===== config.mk =====
export PLATFORM = sky130hd
export DESIGN_NAME = axrm_error_accum_flat
export DESIGN_NICKNAME = d
export VERILOG_FILES = /design/src/rtl/axrm_pkg.sv /design/src/rtl/axrm_error_accum_if.sv /design/src/rtl/axrm_abs_diff.sv /design/src/rtl/axrm_error_accum.sv /design/src/flat_wrapper.sv
export SDC_FILE = /design/constraint.sdc
export NUM_CORES = 1
export LEC_CHECK = 0
export CORE_ASPECT_RATIO = 1.75
export CORE_MARGIN = 5
export CORE_UTILIZATION = 44
export CTS_BUF_LIST = sky130_fd_sc_hd__clkbuf_8 sky130_fd_sc_hd__clkbuf_16
export DETAILED_ROUTE_END_ITERATION = 6
export PLACE_DENSITY_LB_ADDON = 0.12
export REMOVE_ABC_BUFFERS = 1
export SETUP_SLACK_MARGIN = 0.05
export SLEW_MARGIN = 20
export SYNTH_ARGS = -nofsm -noshare
export SYNTH_HDL_FRONTEND = slang
export SYNTH_HIERARCHICAL = 1
export SYNTH_SLANG_ARGS = --single-unit

===== constraint.sdc =====
create_clock -name clk -period 6.8 [get_ports clk]
set_clock_uncertainty 0.1 [all_clocks]
set_input_delay 1.36 -clock clk [delete_from_list [all_inputs] [get_ports clk]]
set_output_delay 1.36 -clock clk [all_outputs]
set_load 0.03 [all_outputs]

===== src/rtl/axrm_pkg.sv =====
// Shared widths and FSM encoding for the AxRM characterisation stages.
package axrm_pkg;

  // Product width for a WIDTH x WIDTH multiplier.
  function automatic int unsigned prod_w(input int unsigned width);
    return 2 * width;
  endfunction

  // Count width: holds up to 2^(2*WIDTH) samples.
  function automatic int unsigned count_w(input int unsigned width);
    return 2 * width + 1;
  endfunction

  // Error-distance sum width: holds (2^P - 1) * 2^P.
  function automatic int unsigned sum_w(input int unsigned width);
    return 4 * width;
  endfunction

  typedef enum logic [1:0] {
    ST_IDLE  = 2'd0,
    ST_RUN   = 2'd1,
    ST_DRAIN = 2'd2,
    ST_DONE  = 2'd3
  } state_t;

endpackage


===== src/rtl/axrm_error_accum_if.sv =====
// Sample stream from the multiplier under test: operands, approximate product, handshake.
interface axrm_error_accum_if
  import axrm_pkg::*;
#(
  parameter int unsigned WIDTH = 8
);

  localparam int unsigned P = prod_w(WIDTH);

  logic             in_valid;
  logic             in_ready;
  logic [WIDTH-1:0] in_a;
  logic [WIDTH-1:0] in_b;
  logic [P-1:0]     in_y;

  modport master (output in_valid, output in_a, output in_b, output in_y, input in_ready);
  modport slave  (input in_valid, input in_a, input in_b, input in_y, output in_ready);

endinterface


===== src/rtl/axrm_abs_diff.sv =====
// Combinational unsigned |x - y| without wrap.
module axrm_abs_diff #(
  parameter int unsigned P = 16
) (
  input  logic [P-1:0] x,
  input  logic [P-1:0] y,
  output logic [P-1:0] diff_c
);

  // Subtract the smaller operand from the larger one.
  always_comb begin
    diff_c = '0;
    if (x >= y) diff_c = x - y;
    else        diff_c = y - x;
  end

endmodule


===== src/rtl/axrm_error_accum.sv =====
// Error-statistics accumulator for approximate multipliers: exact product,
// error distance, and run-level count/sum/max over a programmable sample run.
module axrm_error_accum
  import axrm_pkg::*;
#(
  parameter  int unsigned WIDTH = 8,
  localparam int unsigned P     = prod_w(WIDTH),
  localparam int unsigned C     = count_w(WIDTH),
  localparam int unsigned S     = sum_w(WIDTH)
) (
  input  logic                     clk,
  input  logic                     rst,
  input  logic                     start,
  input  logic [C-1:0]             num_samples,
  axrm_error_accum_if.slave        smp,
  output logic                     busy,
  output logic                     done,
  output logic [C-1:0]             sample_count,
  output logic [C-1:0]             err_count,
  output logic [S-1:0]             ed_sum,
  output logic [P-1:0]             ed_max
);

  state_t       state;
  logic [C-1:0] num_latched;
  logic [C-1:0] accepted;
  logic         ready_q;

  logic         s1_valid;
  logic [P-1:0] s1_exact;
  logic [P-1:0] s1_y;
  logic         s2_valid;
  logic [P-1:0] s2_ed;

  logic         take_c;
  logic         last_c;
  logic [P-1:0] ed_c;

  assign smp.in_ready = ready_q;
  assign take_c       = smp.in_valid && ready_q;
  // accepted < num_latched whenever ready is high, so the increment cannot wrap.
  assign last_c       = ((accepted + C'(1)) == num_latched);

  axrm_abs_diff #(.P(P)) u_abs_diff (
    .x      (s1_exact),
    .y      (s1_y),
    .diff_c (ed_c)
  );

  // Run control: state, accept counter and registered handshake/status outputs.
  always_ff @(posedge clk or posedge rst) begin
    if (rst) begin
      state       <= ST_IDLE;
      num_latched <= '0;
      accepted    <= '0;
      ready_q     <= 1'b0;
      busy        <= 1'b0;
      done        <= 1'b0;
    end else if (start) begin
      num_latched <= num_samples;
      accepted    <= '0;
      if (num_samples == '0) begin
        state   <= ST_DONE;
        ready_q <= 1'b0;
        busy    <= 1'b0;
        done    <= 1'b1;
      end else begin
        state   <= ST_RUN;
        ready_q <= 1'b1;
        busy    <= 1'b1;
        done    <= 1'b0;
      end
    end else begin
      case (state)
        ST_RUN: begin
          if (take_c) begin
            accepted <= accepted + C'(1);
            if (last_c) begin
              state   <= ST_DRAIN;
              ready_q <= 1'b0;
            end
          end
        end
        ST_DRAIN: begin
          if (!s1_valid && !s2_valid) begin
            state <= ST_DONE;
            busy  <= 1'b0;
            done  <= 1'b1;
          end
        end
        ST_IDLE, ST_DONE: begin
          state <= state;
        end
        default: begin
          state   <= ST_IDLE;
          ready_q <= 1'b0;
          busy    <= 1'b0;
          done    <= 1'b0;
        end
      endcase
    end
  end

  // Two-stage datapath: exact product capture, then registered error distance.
  always_ff @(posedge clk or posedge rst) begin
    if (rst) begin
      s1_valid <= 1'b0;
      s1_exact <= '0;
      s1_y     <= '0;
      s2_valid <= 1'b0;
      s2_ed    <= '0;
    end else if (start) begin
      s1_valid <= 1'b0;
      s2_valid <= 1'b0;
    end else begin
      s1_valid <= take_c;
      if (take_c) begin
        s1_exact <= P'(smp.in_a) * P'(smp.in_b);
        s1_y     <= smp.in_y;
      end
      s2_valid <= s1_valid;
      if (s1_valid) s2_ed <= ed_c;
    end
  end

  // Statistics accumulation; widths are sized so nothing saturates or wraps.
  always_ff @(posedge clk or posedge rst) begin
    if (rst) begin
      sample_count <= '0;
      err_count    <= '0;
      ed_sum       <= '0;
      ed_max       <= '0;
    end else if (start) begin
      sample_count <= '0;
      err_count    <= '0;
      ed_sum       <= '0;
      ed_max       <= '0;
    end else if (s2_valid) begin
      sample_count <= sample_count + C'(1);
      err_count    <= err_count + C'(s2_ed != '0);
      ed_sum       <= ed_sum + S'(s2_ed);
      if (s2_ed > ed_max) ed_max <= s2_ed;
    end
  end

endmodule


===== src/flat_wrapper.sv =====
// flat-port wrapper written by rule: the top's interface ports become plain ports
module axrm_error_accum_flat import axrm_pkg::*;
#(
  parameter  int unsigned WIDTH = 8,
  localparam int unsigned P     = prod_w(WIDTH),
  localparam int unsigned C     = count_w(WIDTH),
  localparam int unsigned S     = sum_w(WIDTH)
)
  (clk, rst, start, num_samples, busy, done, sample_count, err_count, ed_sum, ed_max, smp_in_valid, smp_in_a, smp_in_b, smp_in_y, smp_in_ready);
  axrm_error_accum_if #(.WIDTH(WIDTH)) smp_i ();
  input  logic clk;
  input  logic rst;
  input  logic start;
  input  logic [C-1:0] num_samples;
  output logic busy;
  output logic done;
  output logic [C-1:0] sample_count;
  output logic [C-1:0] err_count;
  output logic [S-1:0] ed_sum;
  output logic [P-1:0] ed_max;
  input wire logic [$bits(smp_i.in_valid)-1:0] smp_in_valid;
  input wire logic [$bits(smp_i.in_a)-1:0] smp_in_a;
  input wire logic [$bits(smp_i.in_b)-1:0] smp_in_b;
  input wire logic [$bits(smp_i.in_y)-1:0] smp_in_y;
  output wire logic [$bits(smp_i.in_ready)-1:0] smp_in_ready;
  assign smp_i.in_valid = smp_in_valid;
  assign smp_i.in_a = smp_in_a;
  assign smp_i.in_b = smp_in_b;
  assign smp_i.in_y = smp_in_y;
  assign smp_in_ready = smp_i.in_ready;
  axrm_error_accum #(.WIDTH(WIDTH)) u_core (.clk(clk), .rst(rst), .start(start), .num_samples(num_samples), .smp(smp_i), .busy(busy), .done(done), .sample_count(sample_count), .err_count(err_count), .ed_sum(ed_sum), .ed_max(ed_max));
endmodule

==> results.toml, run 1 <==
[outcome]
status = "finished, final reports clean"

[layout]
final_nets = 1717
final_cell_mix = "dfrtp_1, nand2_1, nor2_1, clkdlybuf4s50_1, inv_1"
layout_commonest_cell = "dfrtp_1"
fin_area_um2 = 15000
diodes = 0
areaGrowthSynthToFinish_pct = 17.6
drive_gt1_frac = 0.0620

[sta]
report.final.slew_viol_count = 0
slew_headroom = 0.457
tns_ps = 0
worstMarginPinSlew_ps = 814
finalSetupViolations = 0
max_freq_mhz = 175
rsz0062_at_grt = "false"
finalHoldViolations = 0
fin_crit_sh = 0.839
fin_crit_ps = 5700

[cts]
numCtsBuffers = 17
post_cts_buffers = 0
ctsResizeCount = 0
clock-sinks = 171
insertion_delay_ps = 440
cts_tree = "yes"
ctsHtreeMaxLevel = 4
holdBufCountCts = 0
clk_pin_slew_ps = 60
cts_buffer_depth = 2
root_buffer = "clkbuf_16"

[place]
detailed_place_hpwl_mm = 23.9
gp_congestion = 0.847
place_area_um2 = 14400
io_buffer_count = 137

[drt]
firstDrtPassIters = 5
wl_per_cell_um = 15.9
viasPerCell = 5.32
via_count = 10157
ant_nets = 0
drcViolationCount = 0
routed_wl_mm = 30.5
drtIter0Drc = 451

[worst_setup_path]
crit_arrival_ps = 5930
cp-start-kind = "input pin"
cp.required_ps = 7030
criticalPathCategory = "in -> reg"
path_max_fanout = 8
endpoint_kind = "flop"

[die]
start_util = 0.446
die_h_um = 235
die_x_um = 139
ios = 138
num_rows = 82
coreArea_um2 = 28600
die-area_um2 = 32600

[power_and_ir_drop]
leakagePower_nw = 6.80
p_int_w = 0.00267
irDropWorstVdd_uv = 180
p_per_area_nw_per_um2 = 291
p_comb_frac = 0.456
p_sw_w = 0.00170
clkPwrFrac = 0.243
switching_share = 0.390
pwr-share-seq = 0.301

[synth]
syn_area_um2 = 12800
synthArstFlopShare = 1.00
ys.flop_type = "dfrtp_1"
synthCells = 1412
yosysSeqAreaShare = 0.335
synth-seq-cells = 171
synth_edf_count = 0
yosysUniqueCellTypes = 79
synth_area_per_cell_um2 = 9.04
yosys_warnings = 6

[grt]
antenna_found_initial = 0
groute.usage.overall = 0.188
grt_pass1_vias = 10263
grt_max_degree = 87
grt_pass1_wl_mm = 50.8
grt_overflow_total = 0

[flow_run]
drv_cap = 0

[min_path]
hp-class = "reg -> reg"
[through the flow]
| step | instances | setup WS [ps] | utilization | hold WS [ps] | total power (W) |
|---|---|---|---|---|---|
| 2_1_floorplan | 1357 | 708 | - | 346 | 0.00279 |
| 3_3_place_gp | 1879 | 685 | 0.502 | 365 | 0.00329 |
| 3_5_place_dp | 1879 | 652 | 0.502 | 380 | 0.00333 |
| 4_1_cts | 1911 | 1130 | 0.524 | 394 | 0.00441 |
| 5_1_grt | 1911 | 840 | 0.524 | 407 | 0.00473 |
| 6_report | 1911 | 1100 | 0.524 | 388 | 0.00437 |
[metal layers]
metal / part of all wire / up-vias / GRT usage
li1: - / 5026 / -
met2: 0.56 / 176 / 0.365
met1: 0.38 / 4904 / 0.200
met4: 0.030 / 0 / 0.0769
met3: 0.032 / 51 / 0.0276
met5: 0 / - / 0
[Yosys cell counts, types with 14 or more instances]
master | instances | area, µm²
a21oi_1 | 55 | 275
mux2i_1 | 33 | 330
nand2_1 | 154 | 578
and3_1 | 15 | 93.8
xor2_1 | 51 | 447
inv_1 | 120 | 450
o21ai_0 | 61 | 305
xnor2_1 | 51 | 447
nand3_1 | 45 | 225
nor4_1 | 14 | 87.6
nand4_1 | 22 | 138
a21o_1 | 18 | 135
ha_1 | 105 | 1310
nor2_1 | 149 | 559
mux2_2 | 31 | 349
fa_1 | 39 | 781
and2_1 | 61 | 382
dfrtp_1 | 171 | 4280
a211oi_1 | 14 | 105
clkbuf_1 | 31 | 116
[flip-flops by register name, summed over array words and instances (netlist names)]
name,count
u_core/state,2
u_core/done,1
u_core/ed_max,16
u_core/s2_valid,1
u_core/s1_exact,16
u_core/err_count,17
u_core/num_latched,17
u_core/s1_valid,1
u_core/smp.in_ready,1
u_core/sample_count,17
u_core/s1_y,16
u_core/busy,1
u_core/ed_sum,32
u_core/accepted,17
u_core/s2_ed,16
[worst paths after layout]
check                                            start  slack [ps]  cells after the start                              end
hold / removal             u_core/s1_y[15]$_DFFE_PP0P_         390                      2      u_core/s1_y[15]$_DFFE_PP0P_
max in group asynchronous                          rst        4090                      3      u_core/s2_ed[8]$_DFFE_PP0P_
setup reg to reg           u_core/s1_y[11]$_DFFE_PP0P_        3100                     10      u_core/s2_ed[8]$_DFFE_PP0P_
setup / recovery                           smp_in_a[0]        1100                     15  u_core/s1_exact[14]$_DFFE_PP0P_
min in group asynchronous                          rst        1350                      2      u_core/s1_y[12]$_DFFE_PP0P_
hold reg to reg            u_core/s1_y[15]$_DFFE_PP0P_         390                      2      u_core/s1_y[15]$_DFFE_PP0P_
[worst max-delay path: stages]
cell             delay, ps
clkdlybuf4s50_1        630
nand2_1                140
fa_1                   520
fa_1                   550
inv_1                   60
fa_1                   530
inv_1                   50
fa_1                   520
inv_1                   40
ha_1                   320
a21oi_1                320
nor2_1                 120
o211a_1                240
or3_1                  300
a31o_2                 240
[cell families after synthesis]
family,count (synthesis),synth area share
buffers and inverters,175,0.0591
AOI/OAI and AO/OA,233,0.119
and+or+nand+nor,523,0.199
adders and majority gates,144,0.164
DFF,171,0.335
xor gates and xnor gates,102,0.0700
muxes,64,0.0532
[area by class of cell]
class                           instances  area (µm²)
Sequential cell                       171        4280
Inverter                              120         455
Clock inverter                         11         168
Clock buffer                           21         480
Multi-Input combinational cell       1066        7740
Timing Repair Buffer                  144        1420
Tap cell                              378         473
Fill cell                            2694       13600
[power groups by stage]
stage	sequential, W	combinational (W)	clock, W
2_1_floorplan	0.00131	0.00148	0
3_3_place_gp	0.00133	0.00196	0
3_5_place_dp	0.00134	0.00199	0
4_1_cts	0.00132	0.00200	0.00109
5_1_grt	0.00134	0.00226	0.00113
6_report	0.00132	0.00199	0.00106
Power figures use the tool's default switching activity.
==> run 2: changes to the inputs <==
==> constraint.sdc (replaced) <==
create_clock -name clk -period 4.7 [get_ports clk]
set_clock_uncertainty 0.1 [all_clocks]
set_input_delay 0.94 -clock clk [delete_from_list [all_inputs] [get_ports clk]]
set_output_delay 0.94 -clock clk [all_outputs]
set_load 0.03 [all_outputs]
==> run 2 against run 1 <==
  * Core utilization up 1.3 points
  * Sequential power increased by 44%
  * Design area is 2.4% higher
  * Worst hold slack got worse by 3.1 ps
  * Critical path depth rose by 2
==> results.toml, run 2 (same netlist as run 1, synthesis figures left out) <==
[place]
io_buffer_count = 137
gp_congestion = 0.875
placedCellCount = 1926
detailed_place_hpwl_mm = 24.3

[worst_setup_path]
criticalPathCategory = "in -> reg"
crit_path_cell_trace = "clkdlybuf4s50_1, buf_6, and2_1, fa_1, inv_1, fa_1, fa_1, inv_1, ha_4, inv_2, o21ai_1, a21oi_2, buf_4, nor2_1, o211a_1, or3_1, a31o_2"
path_max_fanout = 4
cp-start-kind = "input pin"
crit_slowest_cell = "fa_1"
crit_arrival_ps = 4740
cpMostUsedCell = "fa_1"
r2r_start = "u_core/s1_y[11]$_DFFE_PP0P_"
endpoint_kind = "flop"
critPathMaxStageDelay_ps = 540
crit_start = "smp_in_b[1]"
cp.required_ps = 4930

[layout]
areaGrowthSynthToFinish_pct = 20.5
final_nets = 1767
layout_commonest_cell = "dfrtp_1"
drive_gt1_frac = 0.109
diodes = 0
largest_reg_flops = 32
filler_cell_count = 2679
final_cells = 1958
regMostFlops = "u_core/ed_sum"
final_cell_mix = "dfrtp_1, nand2_1, nor2_1, clkdlybuf4s50_1, inv_1"

[power_and_ir_drop]
clkPwrFrac = 0.201
leakagePower_nw = 7.01
p_comb_frac = 0.501
p_per_area_nw_per_um2 = 414
switching_share = 0.398
pwr-share-seq = 0.298
irDropWorstVdd_uv = 293
p_sw_w = 0.00253
p_int_w = 0.00384

[sta]
report.final.slew_viol_count = 0
fin_crit_ps = 4510
finalHoldViolations = 0
slew_headroom = 0.406
fin_crit_sh = 0.959
finalSetupViolations = 0
max_freq_mhz = 222
tns_ps = 0
rsz0062_at_grt = "false"
worstMarginPinSlew_ps = 890

[grt]
antenna_found_initial = 0
grt_max_degree = 82
grt_pass1_wl_mm = 52.0
grt_pass1_vias = 10616
groute.usage.overall = 0.192
grt_overflow_total = 0

[cts]
cts_buffer_depth = 2
numCtsBuffers = 17
holdBufCountCts = 0
cts_tree = "yes"
root_buffer = "clkbuf_16"
clk_pin_slew_ps = 60
insertion_delay_ps = 440
clock-sinks = 171
ctsHtreeMaxLevel = 4

[drt]
drcViolationCount = 0
routed_wl_mm = 31.0
firstDrtPassIters = 4
viasPerCell = 5.31
wl_per_cell_um = 15.9
drtIter0Drc = 525
via_count = 10405
ant_nets = 0

[flow_run]
drv_cap = 0

[die]
die_h_um = 235
coreArea_um2 = 28600
start_util = 0.446
die-area_um2 = 32600
num_rows = 82
die_x_um = 139
ios = 138

[outcome]
status = "finished, final reports clean"

[min_path]
hp-start = "u_core/s1_y[15]$_DFFE_PP0P_"
hp-class = "reg -> reg"
[run 2: layout make-up]
class / instances / area, µm² / share of cell area
Clock buffer: 17 / 425 / 0.0277
Timing Repair Buffer: 194 / 1790 / 0.116
Tap cell: 378 / 473 / 0.0308
Inverter: 120 / 455 / 0.0296
Multi-Input combinational cell: 1066 / 7860 / 0.511
Clock inverter: 12 / 88.8 / 0.00578
Sequential cell: 171 / 4280 / 0.278
[run 2: power groups by stage]
stage | combinational [W] | clock, W | sequential (W)
CTS | 0.00311 | 0.00133 | 0.00190
floorplan | 0.00215 | 0 | 0.00189
detailed placement | 0.00305 | 0 | 0.00193
global route | 0.00357 | 0.00138 | 0.00193
finish | 0.00319 | 0.00128 | 0.00190
global placement | 0.00300 | 0 | 0.00192
[run 2: through the flow]
step	util	hold WS, ps	setup WS (ps)	power (W)	instance area, µm²
2_1_floorplan	-	346	-972	0.00404	12500
3_3_place_gp	0.515	366	-853	0.00493	14700
3_5_place_dp	0.515	372	-962	0.00499	14700
4_1_cts	0.534	387	73.4	0.00634	15300
5_1_grt	0.537	412	45.8	0.00688	15400
6_report	0.537	385	190	0.00637	15400
[run 2: worst max-delay path: cells and delay by family]
kind	cells	cell delay, ps
adder cells (fa/ha/maj)	4	1730
buffers and inverters	6	870
AO/OA/AOI/OAI	4	690
AND/OR/NAND/NOR	3	500
[run 2: worst paths after layout]
kind | endpoint | slack [ps] | cells past startpoint
worst min register to register | u_core/s1_y[15]$_DFFE_PP0P_ | 390 | 2
worst min-delay path | u_core/s1_y[15]$_DFFE_PP0P_ | 390 | 2
worst max register to register | u_core/s2_ed[8]$_DFFE_PP0P_ | 1100 | 10
worst max-delay path | u_core/s1_exact[14]$_DFFE_PP0P_ | 190 | 17
min in group asynchronous | u_core/num_latched[12]$_DFFE_PP0P_ | 890 | 2
max in group asynchronous | u_core/s1_exact[5]$_DFFE_PP0P_ | 2760 | 3
[run 2: what timing repair did]
action / 4_1_cts / 5_1_grt
pin swaps: 8 / 24
hold endpoints to repair: 0 / 0
setup buffers: 2 / 1
endpoints found under the setup margin: 8 / 5
resized for setup: 49 / 30
[run 2: metal layers]
metal	routed length [µm]	track usage
met5	0	0
met4	848	0.0745
met3	815	0.0230
met1	11800	0.205
met2	17500	0.377
==> run 3: changes to the inputs <==
--- a/config.mk
+++ b/config.mk
@@ -10,6 +10,7 @@
 export CORE_UTILIZATION = 44
 export CTS_BUF_LIST = sky130_fd_sc_hd__clkbuf_8 sky130_fd_sc_hd__clkbuf_16
 export DETAILED_ROUTE_END_ITERATION = 6
+export MAX_ROUTING_LAYER = met4
 export PLACE_DENSITY_LB_ADDON = 0.12
 export REMOVE_ABC_BUFFERS = 1
 export SETUP_SLACK_MARGIN = 0.05
==> run 3 against run 2 <==
  * Clock power barely moved
  * Design area did not move
  * Highest routed layer unchanged
  * Sequential cell count did not move
  * Wire length fell by 0.20%
  * Worst setup slack improved by 4.1 ps
==> results.toml, run 3 (same netlist as run 1, synthesis figures left out) <==
[die]
die-area_um2 = 32600
start_util = 0.446
die_x_um = 139
die_h_um = 235
ios = 138
coreArea_um2 = 28600
num_rows = 82

[layout]
seq_area_um2 = 4280
fin_area_um2 = 15400
diodes = 0
largest_reg_flops = 32
final_cell_mix = "dfrtp_1, nand2_1, nor2_1, clkdlybuf4s50_1, inv_1"
layout_commonest_cell = "dfrtp_1"
fin_util = 0.537
drive_gt1_frac = 0.109
areaGrowthSynthToFinish_pct = 20.5
filler_cell_count = 2679
final_nets = 1767
regMostFlops = "u_core/ed_sum"
multi_input_area_um2 = 7860

[place]
detailed_place_hpwl_mm = 24.3
gp_congestion = 0.890
place_area_um2 = 14700
io_buffer_count = 137

[power_and_ir_drop]
pwr-share-seq = 0.298
clkPwrFrac = 0.201
p_per_area_nw_per_um2 = 414
irDropWorstVdd_uv = 292
switching_share = 0.397
p_comb_frac = 0.501
leakagePower_nw = 7.01
power_w = 0.00636
p_sw_w = 0.00253
p_int_w = 0.00383

[grt]
grt_pass1_wl_mm = 52.0
groute.usage.overall = 0.197
grt_pass1_vias = 10620
antenna_found_initial = 0
grt_overflow_total = 0
grt_max_degree = 82

[worst_setup_path]
cp-start-kind = "input pin"
reg2reg_slack_ps = 1040
crit_arrival_ps = 4740
criticalPathCategory = "in -> reg"
r2r_start = "u_core/s1_y[11]$_DFFE_PP0P_"
r2r_cells = 10
cp.required_ps = 4930
endpoint_kind = "flop"
path_max_fanout = 3
worstReg2RegEnd = "u_core/s2_ed[8]$_DFFE_PP0P_"

[min_path]
hp-start = "u_core/s1_y[15]$_DFFE_PP0P_"
hp-class = "reg -> reg"
timing.hold.worst_endpoint = "u_core/s1_y[15]$_DFFE_PP0P_"
min_path_cells = 2

[cts]
cts_buffer_depth = 2
numCtsBuffers = 17
holdBufCountCts = 0
root_buffer = "clkbuf_16"
ctsHtreeMaxLevel = 4
clk_pin_slew_ps = 60
clock-sinks = 171
insertion_delay_ps = 440
cts_tree = "yes"

[sta]
max_freq_mhz = 222
rsz0062_at_grt = "false"
finalHoldViolations = 0
finalSetupViolations = 0
worstMarginPinSlew_ps = 880
fin_crit_sh = 0.959
timing.hold.ws_ps = 385
slew_headroom = 0.414
fin_crit_ps = 4510
report.final.slew_viol_count = 0

[drt]
drtIter0Drc = 462
via_count = 10424
wl_per_cell_um = 15.8
highest-signal-layer = "met4"
wl_met1_mm = 11.7
routed_wl_mm = 31.0
viasPerCell = 5.32
drcViolationCount = 0
ant_nets = 0
firstDrtPassIters = 4
wl_met3_um = 852
wl_met2_mm = 17.5

[flow_run]
drv_cap = 0

[outcome]
status = "finished, final reports clean"
[run 3: cell counts in the layout (fill, tap and decap cells not counted)]
No cell type changed its count.
[run 3: per-stage QoR]
| stage | cells | setup TNS (ps) | worst slack, ps |
|---|---|---|---|
| 2_1_floorplan | 1357 | -166360 | -972 |
| 3_3_place_gp | 1926 | -5610 | -853 |
| 3_5_place_dp | 1926 | -6460 | -962 |
| 4_1_cts | 1957 | 0 | 73.4 |
| 5_1_grt | 1958 | 0 | 45.7 |
| 6_report | 1958 | 0 | 195 |
[run 3: how the worst max path moves through the flow]
stage / startpoint / end / slack (ps) / depth (start not counted)
2_1_floorplan: rst / u_core/accepted[0]$_DFFE_PP0P_ / -970 / 1
3_3_place_gp: smp_in_a[1] / u_core/s1_exact[14]$_DFFE_PP0P_ / -850 / 17
3_5_place_dp: smp_in_a[2] / u_core/s1_exact[13]$_DFFE_PP0P_ / -960 / 18
4_1_cts: smp_in_b[6] / u_core/s1_exact[14]$_DFFE_PP0P_ / 70 / 15
5_1_grt: smp_in_b[1] / u_core/s1_exact[14]$_DFFE_PP0P_ / 50 / 17
6_report: smp_in_b[7] / u_core/s1_exact[14]$_DFFE_PP0P_ / 190 / 16
[run 3: what timing repair did]
action | CTS | global route
buffers inserted | 2 | 1
pin swaps | 8 | 24
endpoints found under the hold margin | 0 | 0
resized for setup | 49 | 30
setup endpoints to repair | 8 | 5
[run 3: power groups by stage]
stage	Clock, W	Sequential [W]	Combinational, W
4_1_cts	0.00133	0.00190	0.00311
5_1_grt	0.00138	0.00193	0.00357
3_5_place_dp	0	0.00193	0.00305
3_3_place_gp	0	0.00192	0.00300
2_1_floorplan	0	0.00189	0.00215
6_report	0.00128	0.00190	0.00319
[run 3: final cells by class]
class / count / area share
Sequential cell: 171 / 0.278
Inverter: 120 / 0.0296
Timing Repair Buffer: 194 / 0.116
Clock inverter: 12 / 0.00578
Clock buffer: 17 / 0.0277
Tap cell: 378 / 0.0308
Multi-Input combinational cell: 1066 / 0.511
[run 3: layer usage]
metal,global-route usage,up-vias
met5,-,-
met2,0.377,195
met4,0.0745,0
met3,0.0226,52
met1,0.205,5045
li1,-,5132
[run 3: critical path, cell delays in order]
cell             delay [ps]
clkdlybuf4s15_1         210
nand2_1                  90
fa_1                    500
fa_1                    490
inv_1                    60
fa_1                    530
inv_1                    50
fa_1                    520
inv_1                    60
ha_4                    250
a21oi_2                 110
buf_4                   120
nor2_1                   40
o211a_1                 220
or3_1                   300
a31o_2                  240
==> edit 1: new RTL, flow settings as in run 1 <==
The 4 states of `state_t` get a one-hot encoding in 4 bits.
--- a/src/rtl/axrm_pkg.sv
+++ b/src/rtl/axrm_pkg.sv
@@ -16,11 +16,11 @@
     return 4 * width;
   endfunction
 
-  typedef enum logic [1:0] {
-    ST_IDLE  = 2'd0,
-    ST_RUN   = 2'd1,
-    ST_DRAIN = 2'd2,
-    ST_DONE  = 2'd3
+  typedef enum logic [3:0] {
+    ST_IDLE  = 4'b0001,
+    ST_RUN   = 4'b0010,
+    ST_DRAIN = 4'b0100,
+    ST_DONE  = 4'b1000
   } state_t;
 
 endpackage
Check against the original RTL: same outputs for any inputs over 4 cycles, from zero or initial values and one cycle with rst high; so few cycles prove little.
==> edit 1 against run 1 <==
Synthesized cell count is 1.6% lower; highest routed layer unchanged; final area hardly changed; utilization hardly changed; total power hardly changed; wire length is 1.1% higher; worst setup slack better by 0.10 ns; register-to-register slack better by 0.40 ns; sequential cell count is 2 higher; area after synthesis hardly changed; die area hardly changed.
==> edit 1: results (changes against run 1) <==
[layout]
buffers_excl_clock = 143  ; was 144
num-nets-final = 1702  ; was 1,717
fillers = 2666  ; was 2,694
layout.nonclk_buf_share_pct = 9.42  ; was 9.47%
clock_area_share_pct = 3.99  ; was 4.32%
clkbuf_count = 17  ; was 21
multi_input_area_share_pct = 51.7  ; was 51.5%
drive_gt1_share_pct = 6.64  ; was 6.20%
seq_share_pct = 28.9  ; was 28.5%
seq_cells = 173  ; was 171
multi_input_area_mm2 = 0.00776  ; was 0.00774 mm2
multi_input_gates = 1058  ; was 1,066

[power]
switching_power_w = 0.00174  ; was 0.00170 W
leakagePower_nw = 6.79  ; was 6.80 nW

[detailed_routing]
first_iter_violations = 405  ; was 451
wl_met3_um = 780  ; was 967 um
met1_length_mm = 11.6  ; about the same
vias = 10100  ; was 10,200
wl_met2_mm = 17.6  ; was 17.1 mm
wl_per_cell_um = 16.2  ; was 15.9 um
wl_mm = 30.8  ; was 30.5 mm

[placed_design]
placed_area_mm2 = 0.0144  ; about the same
preCtsSetupSlack_ns = 0.742  ; was 0.652 ns
dp_cells = 1866  ; was 1,879
gp_congestion = 0.859  ; was 0.847
hpwl_mm = 24.2  ; was 23.9 mm

[logic_synthesis]
synth_mux_area_share_pct = 5.96  ; was 5.32%
synthDistinctLibCells = 82  ; was 79
synth_commonest_cells = dfrtp_1, nand2_1, inv_1, nor2_1, ha_1  ; was dfrtp_1, nand2_1, nor2_1, inv_1, ha_1
synthCells = 1390  ; was 1,412
synth_compound_area_share_pct = 12.4  ; was 11.9%
synth-seq-area-share_pct = 34.0  ; was 33.5%
synth_xor_area_share_pct = 6.59  ; was 7.00%

[timing]
hold_slack_ns = 0.379  ; was 0.388 ns
slew_headroom_pct = 25.4  ; was 45.7%

[critical_path]
cp_slowest_stage_delay_ns = 0.62
r2r_start = u_core/s1_y[13]  ; was u_core/s1_y[11]
arrival_ns = 5.81  ; was 5.93 ns
worstReg2RegEnd = u_core/s2_ed[11]  ; was u_core/s2_ed[8]
rrSetupSlack_ns = 3.50  ; was 3.10 ns

[grt]
grt_max_degree = 80  ; was 87
grt_pass1_wl_mm = 51.4  ; was 50.8 mm
met1_usage_pct = 20.2  ; was 20.0%
grtUsageTotal_pct = 19.1  ; was 18.8%

[status]
status = finished clean  ; unchanged

edit 1: cell types whose count changed after synthesis, sizes merged, moves of 7 or more:
cell	run 1	this run
a21oi	56	73
nor2	149	114
nand3	48	27
o21ai	63	84
o211ai	11	4
or3	7	25
inv	120	113
buf	21	10
mux2i	33	40
nor3	9	20
edit 1: worst max-delay path, delay by kind of cell:
family / cells / cell delay, ns
adder cells (fa/ha/maj): 5 / 2.33
AO/OA/AOI/OAI: 3 / 0.87
buffers and inverters: 4 / 0.77
AND/OR/NAND/NOR: 2 / 0.25
multiplexers: 1 / 0.21
edit 1: power by group through the flow:
stage | combinational (W) | sequential [W] | clock, W
5_1_grt | 0.00230 | 0.00134 | 0.00107
6_report | 0.00205 | 0.00132 | 0.00100
3_3_place_gp | 0.00201 | 0.00134 | 0
2_1_floorplan | 0.00154 | 0.00130 | 0
3_5_place_dp | 0.00205 | 0.00134 | 0
4_1_cts | 0.00206 | 0.00132 | 0.00104
==> edit 2: new RTL, config.mk and constraints of run 1 <==
Without the edit above. Make the reset (`rst`) synchronous in 3 clocked blocks.
--- a/src/rtl/axrm_error_accum.sv
+++ b/src/rtl/axrm_error_accum.sv
@@ -48,7 +48,7 @@
   );
 
   // Run control: state, accept counter and registered handshake/status outputs.
-  always_ff @(posedge clk or posedge rst) begin
+  always_ff @(posedge clk) begin
     if (rst) begin
       state       <= ST_IDLE;
       num_latched <= '0;
@@ -102,7 +102,7 @@
   end
 
   // Two-stage datapath: exact product capture, then registered error distance.
-  always_ff @(posedge clk or posedge rst) begin
+  always_ff @(posedge clk) begin
     if (rst) begin
       s1_valid <= 1'b0;
       s1_exact <= '0;
@@ -124,7 +124,7 @@
   end
 
   // Statistics accumulation; widths are sized so nothing saturates or wraps.
-  always_ff @(posedge clk or posedge rst) begin
+  always_ff @(posedge clk) begin
     if (rst) begin
       sample_count <= '0;
       err_count    <= '0;
Check against the original RTL: differs if rst is asserted again (counterexample within 4 cycles, from zero or initial values and one cycle with rst high); with rst held inactive, the same outputs for 4 cycles.
==> edit 2 against run 1 <==
Final area shrank 5.8%; cell count down 2.1%; worst setup slack worse by 0.32 ns; critical path depth increased by 1; synthesized cell count increased by 1.1%; hold slack worse by 0.026 ns; sequential share of layout area is 4.3 points lower; global-route usage rose by 1.1 points; wire length shrank 0.97%; count of clock-buffer cells in the layout fell by 3; area after synthesis shrank 6.4%; sequential cell count stayed put; non-clock buffer count is 2 lower; highest routed layer unchanged.
Power is not compared: it rests on default switching activity, and its combinational part moved more than twofold at a synthesized area within 25%.
==> edit 2: results (changes against run 1) <==
[logic_synthesis]
synth_warnings = 6  ; unchanged
synth.area.top_cells = dfxtp_1, ha_1, fa_1, mux2i_1, nand2_1  ; was dfrtp_1, ha_1, fa_1, nand2_1, nor2_1
synth-seq-area-share_pct = 28.6  ; was 33.5%
async_flop_share_pct = 0  ; was 100%
synth_commonest_cells = dfxtp_1, nand2_1, nor2_1, inv_1, a21oi_1  ; was dfrtp_1, nand2_1, nor2_1, inv_1, ha_1
synthDistinctLibCells = 83  ; was 79
synthFlopType = dfxtp_1  ; was dfrtp_1

[critical_path]
worst-path-max-fanout = 8  ; unchanged
cp_slowest_stage_delay_ns = 0.54  ; was 0.63 ns
crit_path_top_delay_cell = clkdlybuf4s50_1  ; unchanged
arrival_ns = 6.24  ; was 5.93 ns

[layout]
diodes = 0  ; unchanged
largest_reg_flops = 32  ; unchanged
regMostFlops = u_core/ed_sum  ; unchanged
fillers = 2555  ; was 2,694
drive_gt1_share_pct = 4.46  ; was 6.20%
num-nets-final = 1730  ; was 1,717

[detailed_routing]
wl_mm = 30.2  ; was 30.5 mm
first_iter_violations = 438  ; was 451
drt-pass1-iter-count = 5  ; unchanged
vias = 10100  ; was 10,200

[timing]
slew_headroom_pct = 35.5  ; was 45.7%
setup_violations = 0  ; unchanged

[cts]
ctsHtreeMaxLevel = 4  ; unchanged
clkTransAtPathRegs_ns = 0.07
numCtsBuffers = 17  ; unchanged
clk_latency_ns = 0.45
ctsResizeCount = 0  ; unchanged
clock-root-buffer = clkbuf_16  ; unchanged
clk_path_buf_depth = 2  ; unchanged
postCtsSetupBuffers = 0  ; unchanged

[power]
leakagePower_nw = 5.79
irDropWorstVdd_uv = 173

[placed_design]
placed_area_mm2 = 0.0135  ; was 0.0144 mm2
preCtsSetupSlack_ns = 0.334  ; was 0.652 ns
io_buffers = 137  ; unchanged
hpwl_mm = 23.8  ; was 23.9 mm
gp_congestion = 0.854  ; was 0.847

[grt]
grt_max_degree = 71  ; was 87
gr-total-overflow = 0  ; unchanged
grtUsageTotal_pct = 19.9  ; was 18.8%
antenna_found_initial = 0  ; unchanged
grt_pass1_wl_mm = 49.7  ; was 50.8 mm

[status]
status = finished clean  ; unchanged

[job]
cap_violations = 0  ; unchanged

[floorplanning]
start_util_pct = 44.8  ; was 44.6%

[worst_hold_path]
hp-class = register to register  ; unchanged

-- edit 2: changes by cell type in the layout (fill, tap and decap cells not counted), sizes merged, moves of 11 or more --
| cell | change |
|---|---|
| dfrtp | -171 |
| nand2 | -11 |
| dfxtp | +171 |
| mux2i | +21 |
| a21oi | +53 |
| nor2 | -14 |
| mux2 | -30 |
| nor3 | +18 |
| nand3 | -19 |
| or3 | +19 |
-- edit 2: critical path: cells and delay by family --
family,cells,cell delay [ns]
xor gates and xnor gates,1,0.16
buffers and inverters,3,0.63
adders and majority gates,5,2.32
AOI/OAI and AO/OA,6,1.53
and+or+nand+nor,1,0.25
-- edit 2: final timing paths --
kind | startpoint | endpoint | slack (ns) | cells after the start
setup reg to reg | u_core/s2_ed[0] | u_core/ed_sum[28] | 3.58 | 11
hold / removal | u_core/busy | u_core/busy | 0.36 | 2
setup / recovery | smp_in_a[1] | u_core/s1_exact[15] | 0.78 | 16
hold reg to reg | u_core/busy | u_core/busy | 0.36 | 2
-- edit 2: routing by layer --
layer,vias up,GRT usage (%),part of all wire (%)
li1,5088,-,-
met1,4803,20.3,38
met2,188,39.0,55
met3,59,2.78,2.9
met4,0,9.04,3.9
met5,-,0,0
-- edit 2: final cells by class --
class | count | area, um2 | area share [%]
repair buffers | 142 | 1400 | 9.93
flip-flops and latches | 171 | 3420 | 24.2
clock buffers | 18 | 439 | 3.11
multi-input cells | 1086 | 7840 | 55.5
clock inverters | 14 | 193 | 1.36
inverters | 115 | 432 | 3.05
well taps | 324 | 405 | 2.87
-- edit 2: kinds of logic (layout without fill, tap and decap cells) --
family                     Yosys count  in the layout  share of synthesized area (%)
and+or+nand+nor                    513            513                           21.4
AOI/OAI and AO/OA                  281            281                           15.2
DFF                                171            171                           28.6
adders and majority gates          144            144                           17.5
xor gates and xnor gates            93             93                           6.82
muxes                               55             55                           4.62
buffers and inverters              170            289                           5.76
-- edit 2: metrics by stage --
| stage | instances | hold slack (ns) |
|---|---|---|
| after floorplan | 1372 | 0.343 |
| after CTS | 1870 | 0.360 |
| after global routing | 1870 | 0.388 |
| after global placement | 1838 | 0.338 |
| final | 1870 | 0.362 |
| after detailed placement | 1838 | 0.351 |
-- edit 2: power by group --
group | internal [W] | leakage, nW | switching [W] | total, W
sequential | 0.00102 | 1.38 | 0.0000186 | 0.00104
clock | 0.000626 | 0.303 | 0.000424 | 0.00105
combinational | 0.000416 | 4.11 | 0.000539 | 0.000956
